## config.mk

```make
export PLATFORM = sky130hd
export DESIGN_NAME = acondicionador_botones
export DESIGN_NICKNAME = d
export VERILOG_FILES = /design/src/rtl/acondicionador_botones.sv
export SDC_FILE = /design/constraint.sdc
export NUM_CORES = 1
export LEC_CHECK = 0
export ABC_CLOCK_PERIOD_IN_PS = 4400
export CAP_MARGIN = 5
export CORE_ASPECT_RATIO = 1.5
export CORE_MARGIN = 8
export CORE_UTILIZATION = 50
export CTS_BUF_LIST = sky130_fd_sc_hd__clkbuf_8
export DETAILED_ROUTE_END_ITERATION = 12
export GPL_ROUTABILITY_DRIVEN = 1
export PLACE_DENSITY_LB_ADDON = 0.12
export SETUP_SLACK_MARGIN = 0.05
export SLEW_MARGIN = 25
export SYNTH_ARGS = -nofsm -noshare
export SYNTH_HDL_FRONTEND = slang
export SYNTH_SLANG_ARGS = --single-unit
```

## constraint.sdc

```tcl
create_clock -name clk -period 4.4 [get_ports clk]
set_input_delay 0.88 -clock clk [delete_from_list [all_inputs] [get_ports clk]]
set_output_delay 0.88 -clock clk [all_outputs]
set_load 0.005 [all_outputs]
```

## src/rtl/acondicionador_botones.sv

```systemverilog
// acondicionador_botones: turns the four raw active-low push-buttons into
// debounced levels and single-cycle command pulses. Increment and decrement
// also auto-repeat while held, and they lock each other out when both are
// pressed.
module acondicionador_botones #(
  parameter int DEB_CYCLES    = 1000000,
  parameter int HOLD_CYCLES   = 25000000,
  parameter int REPEAT_CYCLES = 5000000
) (
  input  logic       clk,
  input  logic       reset,
  input  logic       incrementar_n,
  input  logic       decrementar_n,
  input  logic       cambiar_n,
  input  logic       establecer_n,
  output logic       pulso_inc,
  output logic       pulso_dec,
  output logic       pulso_cambiar,
  output logic       pulso_establecer,
  output logic [3:0] estado
);

  localparam int DW = (DEB_CYCLES > 1) ? $clog2(DEB_CYCLES) : 1;
  localparam int HW = (HOLD_CYCLES > 1) ? $clog2(HOLD_CYCLES) : 1;
  localparam int RW = (REPEAT_CYCLES > 1) ? $clog2(REPEAT_CYCLES) : 1;
  localparam int CW = (HW > RW) ? HW : RW;

  localparam logic [DW-1:0] DEB_LAST  = DW'(DEB_CYCLES - 1);
  localparam logic [CW-1:0] HOLD_LAST = CW'(HOLD_CYCLES - 1);
  localparam logic [CW-1:0] REP_LAST  = CW'(REPEAT_CYCLES - 1);

  typedef enum logic [1:0] {IDLE, HOLD, REPEAT, BLOQ} rep_state_t;

  // Channel order: bit0 inc, bit1 dec, bit2 cambiar, bit3 establecer.
  logic [3:0]    raw;
  logic [3:0]    sync1;
  logic [3:0]    sync2;
  logic [3:0]    stable;
  logic [3:0]    stable_nxt;
  logic [3:0]    press;
  logic [DW-1:0] cnt [4];
  logic [1:0]    rep_pulse;

  assign raw    = {establecer_n, cambiar_n, decrementar_n, incrementar_n};
  assign estado = ~stable;

  // Next debounced level and press event (1->0 acceptance) per channel.
  always_comb begin
    stable_nxt = stable;
    press      = '0;
    for (int unsigned i = 0; i < 4; i++) begin
      if ((sync2[i] != stable[i]) && (cnt[i] == DEB_LAST)) begin
        stable_nxt[i] = sync2[i];
        press[i]      = ~sync2[i];
      end
    end
  end

  // Two-flop synchronisers, debounce counters and debounced levels.
  always_ff @(posedge clk) begin
    if (reset) begin
      sync1  <= '1;
      sync2  <= '1;
      stable <= '1;
      for (int unsigned i = 0; i < 4; i++) cnt[i] <= '0;
    end else begin
      sync1  <= raw;
      sync2  <= sync1;
      stable <= stable_nxt;
      for (int unsigned i = 0; i < 4; i++) begin
        if ((sync2[i] == stable[i]) || (cnt[i] == DEB_LAST)) cnt[i] <= '0;
        else                                                 cnt[i] <= cnt[i] + DW'(1);
      end
    end
  end

  // Single press pulses for cambiar/establecer, aligned with the estado change.
  always_ff @(posedge clk) begin
    if (reset) begin
      pulso_cambiar    <= 1'b0;
      pulso_establecer <= 1'b0;
    end else begin
      pulso_cambiar    <= press[2];
      pulso_establecer <= press[3];
    end
  end

  for (genvar g = 0; g < 2; g++) begin : gen_rep
    rep_state_t    st;
    logic [CW-1:0] rc;
    logic          pulse;
    logic          own_rel;
    logic          other_pr;

    // Both use the level accepted at this edge, so a release or the other
    // button's press takes effect on the same edge as the debounce update.
    assign own_rel  = stable_nxt[g];
    assign other_pr = ~stable_nxt[1-g];

    // Hold-to-repeat FSM with inc/dec mutual lockout.
    always_ff @(posedge clk) begin
      if (reset) begin
        st    <= IDLE;
        rc    <= '0;
        pulse <= 1'b0;
      end else begin
        pulse <= 1'b0;
        case (st)
          IDLE: begin
            if (press[g]) begin
              rc <= '0;
              if (other_pr) begin
                st <= BLOQ;
              end else begin
                st    <= HOLD;
                pulse <= 1'b1;
              end
            end
          end
          HOLD: begin
            if (own_rel) begin
              st <= IDLE;
            end else if (other_pr) begin
              st <= BLOQ;
            end else if (rc == HOLD_LAST) begin
              st    <= REPEAT;
              rc    <= '0;
              pulse <= 1'b1;
            end else begin
              rc <= rc + CW'(1);
            end
          end
          REPEAT: begin
            if (own_rel) begin
              st <= IDLE;
            end else if (other_pr) begin
              st <= BLOQ;
            end else if (rc == REP_LAST) begin
              rc    <= '0;
              pulse <= 1'b1;
            end else begin
              rc <= rc + CW'(1);
            end
          end
          BLOQ: begin
            if (own_rel) st <= IDLE;
          end
          default: st <= IDLE;
        endcase
      end
    end

    assign rep_pulse[g] = pulse;
  end

  assign pulso_inc = rep_pulse[0];
  assign pulso_dec = rep_pulse[1];

endmodule
```

# After elaboration in Yosys (flattened, before gate mapping)
# Memory sizes are Yosys's and may differ from the RTL's.
# Cells that the tools add are included.
# totals
regBits	70
mem_bits_rw	80
in_bits	6
mem_count	1
# mem_list
name	depth	width	read_ports	rd_clocked_by_memory_dff	wr	line	text
cnt	4	20	4	0	4	41	logic [DW-1:0] cnt [4];
# classes
addsub	6
n_eq_ne	38
n_mux	90
bitwise	15
n_reduce_logical	18
# ops
operator	n
2-to-1 mux 25 bit	14
2-to-1 mux 20 bit	8
one-hot mux 25 bit (3 select lines)	2
adder 20 x 1 -> 20 bit, second input constant	4
equality test 20 bit, second input constant	4
adder 25 x 1 -> 25 bit, second input constant	2
equality test 25 x 23 -> 1 bit, second input constant	2
equality test 25 bit, second input constant	2
2-to-1 mux 1 bit	46
2-to-1 mux 2 bit	16
inequality test 2 bit, second input constant	12
one-hot mux 2 bit (4 select lines)	2
AND reduction 6 bit	2
equality test 2 bit, second input constant	4
inequality test 4 bit, second input constant	2
OR 1 bit	8
AND reduction 4 bit	2
inequality test 3 bit, second input constant	2
NOT 1 bit	6
one-hot mux 1 bit (3 select lines)	2
nonzero test 3 bit	2
equality test 1 bit	4
equality test 2 x 1 -> 1 bit, second input constant	2
logical AND 1 bit	4
other kinds (5)	13

# Depth between registers and ports, before layout
# logic_depth
word_depth	7
mapped_depth	10
mapped_depth_nobuf	8

# Least setup slack after synthesis
# No wires, ideal clock.
# synth_timing
path_kind	reg-to-reg
start	memory cnt[0][8] in the netlist's numbering
end	register gen_rep[0].rc[20]
setup_time_ns	0.070
t_arrival_ns	2.565
t_required_ns	4.330
path_slack_ns	1.764
stages_incl_launch_ff	9
cell_sequence	edfxtp_1 -> or4b_4 -> nor4_4 -> nand3_2 -> a311oi_2 -> o211ai_2 -> clkbuf_2 -> or4_1 -> a21oi_1
# synth_rtl
item	line	text
from (decl)	41	
to (signal assigned)	130	rc <= rc + CW'(1);
to (signal assigned)	142	rc <= rc + CW'(1);
to (decl)	90	logic [CW-1:0] rc;

==> summary.md <==
| Metric | Value |
|---|---|
| Post-Syn Area | 8270 sq um |
| Core ar. | 16200 sq um |
| Design area | 9280 sq um |
| Worst slew pin tran | 1.01 ns |
| Dpl hpwl | 12.0 mm |
| Pins Over Slew Limit | 0 |
| Hold slack | 0.417 ns |
| Largest net degree at the start of global routing | 39 |
| Final worst path period share | 72.6% |
| Pwr dens | 334 nW/um^2 |
| Main area contributors after synthesis | edfxtp_1 29%, dfxtp_1 17%, nor2_1 5.7% |
| Final number of hold-violating endpoints | 0 |
| Async SR Flop Fraction | 0% |
| Placed cell count | 1177 |
| ANT nets after route | 0 |
| Layout Utilization | 57.3% |
| Die height | 173 um |
| GRT overflow | 0 |
| Layout cells sized above 1 | 5.78% |
| Period minus WS final | 3.20 ns |
| Max-slew headroom at the worst pin | 32.0% |
| I/O Buffers | 13 |
| # rows | 57 |
| Critical Path End | gen_rep[0].rc[17]$_SDFFE_PP0P_ |
| Cell mode on critical path | and4_1 |
| # diodes | 0 |
| Post-Route WL | 17.3 mm |
| Area of the multi-input gates | 4530 sq um |
| Post-CTS Hold Buffers | 0 |
| Flop and latch count out of synthesis | 150 |
| IO Pins | 14 |
| CP max stage cell | or4b_1 |
| Iteration-0 DRC Markers | 353 |
| Critical path depth in cells | 8 |
| Status | finished clean |
| RSZ-0062 raised after global routing | false |
| Cell Area, Placed | 8850 sq um |
| Layout Nets | 1013 |
| Post-synth EDFFs | 80 |
| Setup TNS | 0 ns |
| FMAX | 0.313 GHz |
| Drt via density | 5.54 |
| Clk Tree Root Cell | clkbuf_8 |
| Die area | 21000 sq um |
| Endpoint of the worst register-to-register path | gen_rep[0].rc[17]$_SDFFE_PP0P_ |
| Crit path DAT | 3.58 ns |
| Setup crit end kind | flop |
| Max FO, Critical Path | 24 |
| Initial Util | 51.1% |
| DR vias | 6695 |
| Htree depth | 4 |
| YS warnings | 0 |
| Leakage | 3.19 nW |
| Netlist cell types | 63 |
| Register area share after synthesis | 46.0% |
| List of most frequent post-synthesis cells | 126 x nor2_1, 80 x edfxtp_1, 70 x dfxtp_1 |
| CP bufs+invs | 0 |
| HP Class | reg2reg |
| Crit path largest cell delay | 0.63 ns |
| Count leader, synth | nor2_1 |
| Cts bufs inserted | 17 |
| Gate Count Post-Synth | 911 |
| Total power | 3.10 mW |
| Iteration count of the initial detailed-routing pass | 5 |
| Clk sinks | 150 |
| Setup ws final | 1.20 ns |
| Mean routed wirelength per cell | 14.3 um |
| Largest area contributor in the netlist | edfxtp_1 |
| VDD IR max | 238 uV |
| Layout Skew | 0.0124 ns |
| Worst-Skew Late Latency | 0.46 ns |
| Gpl congestion | 0.842 |
| # DRC | 0 |
| Worst-path clk slew | 0.09 ns |
| Gr usage total | 17.0% |
| Worst setup path start | cnt[1][0]$_SDFFCE_PN0P_ |
| Worst slack, placed | 1.30 ns |
| Finished Layout Cells | 1209 |
| Clk buf depth | 2 |
| Synthesized area per cell | 9.07 sq um |
| Worst-case reg-to-reg path depth | 8 |
| Final setup fails | 0 |
| Initial antenna violation count | 0 |
| CTS tree | built |
| Setup Buffers After CTS | 0 |
| R2R setup slack | 1.20 ns |
| CP cell instances | ha_1 -> and4_1 -> and4_1 -> nand3_1 -> a2111oi_2 -> o211ai_2 -> or4b_1 -> a21oi_1 |
| # resized after CTS | 0 |
| Area Overhead vs Synth | 12.2% |
| First-pass GRT wire length | 29.8 mm |
| Vias in the first global route | 6561 |
| Worst path required time | 4.78 ns |
| Fillers | 1496 |
| Synth Flop Type | edfxtp_1 |
| MaxCap Viol Count | 0 |
| Kind of critical path | reg2reg |
| Critical R2R Launch | cnt[1][0]$_SDFFCE_PN0P_ |
| Register Area | 3800 sq um |
| Chip width | 121 um |
| CP top delay family | simple AND/OR/NAND/NOR gates |
| Area fraction of the dominant cell type after synthesis | 29.1% |
| Setup crit start kind | flop |
power by group:
part / total [mW] / leakage [nW] / internal, mW / switching (mW)
clock network: 1.16 / 0.220 / 0.629 / 0.527
logic: 0.377 / 1.58 / 0.140 / 0.237
registers: 1.56 / 1.39 / 1.52 / 0.0488
cells in the final DEF, fill, tap and decap left out, types with 6 or more instances in the layout:
cell type        instances
a31oi_1                  7
nor2_1                 126
nand3_1                 55
nor3_1                  14
nor2b_1                 11
or2_2                   11
edfxtp_1                80
a21oi_1                 57
clkdlybuf4s50_1         12
or4_1                   19
or3_1                   22
xnor2_1                 23
conb_1                  80
ha_1                    17
and3_1                  28
clkbuf_8                18
inv_1                   24
o21a_1                  10
o21ai_0                 52
and4_1                   6
nor4b_1                  6
xor2_1                  47
dfxtp_1                 70
nand2_1                 60
and2_1                  15
nand4_1                 26
nor4_1                  13
buf_4                    6
sequential cells by signal (all words and copies together) (netlist names), 4 cells and up:
signal	flops
cnt	80
gen_rep.rc	50
gen_rep.st	4
stable	4
sync1	4
sync2	4
cell families (layout without fill, tap and decap cells):
| family | count (synthesis) | in the layout | share of synthesized area [%] |
|---|---|---|---|
| AOI/OAI and AO/OA | 164 | 164 | 11.9 |
| and+or+nand+nor | 444 | 444 | 28.7 |
| muxes | 4 | 4 | 0.530 |
| DFF | 150 | 150 | 46.0 |
| xor gates and xnor gates | 70 | 70 | 7.42 |
| adders and majority gates | 17 | 17 | 2.57 |
| buffers and inverters | 61 | 74 | 2.80 |
| other | 1 | 80 | 0.0454 |
worst min path at each step:
stage,start,end,slack (ns),depth (start not counted)
after floorplan,sync1[0]$_SDFF_PP1_,sync2[0]$_SDFF_PP1_,0.39,1
after global placement,sync1[0]$_SDFF_PP1_,sync2[0]$_SDFF_PP1_,0.40,1
after detailed placement,sync1[2]$_SDFF_PP1_,sync2[2]$_SDFF_PP1_,0.39,1
after CTS,sync1[0]$_SDFF_PP1_,sync2[0]$_SDFF_PP1_,0.42,1
after global routing,sync1[0]$_SDFF_PP1_,sync2[0]$_SDFF_PP1_,0.44,1
final,sync1[0]$_SDFF_PP1_,sync2[0]$_SDFF_PP1_,0.42,1
routing by layer:
metal | wire (um) | GRT usage, %
met1 | 7480 | 18.7
met2 | 9140 | 31.1
met3 | 432 | 2.97
met4 | 278 | 6.80
met5 | 0 | 0
layout make-up:
cell class / instances / area share (%)
clock inverter: 14 / 1.97
timing repair buffer: 19 / 1.83
sequential: 150 / 41.0
multi-input combinational: 779 / 48.8
clock buffer: 18 / 2.67
tap: 206 / 2.78
inverter: 23 / 0.931
Note: power is estimated with default switching activity, not from simulation.
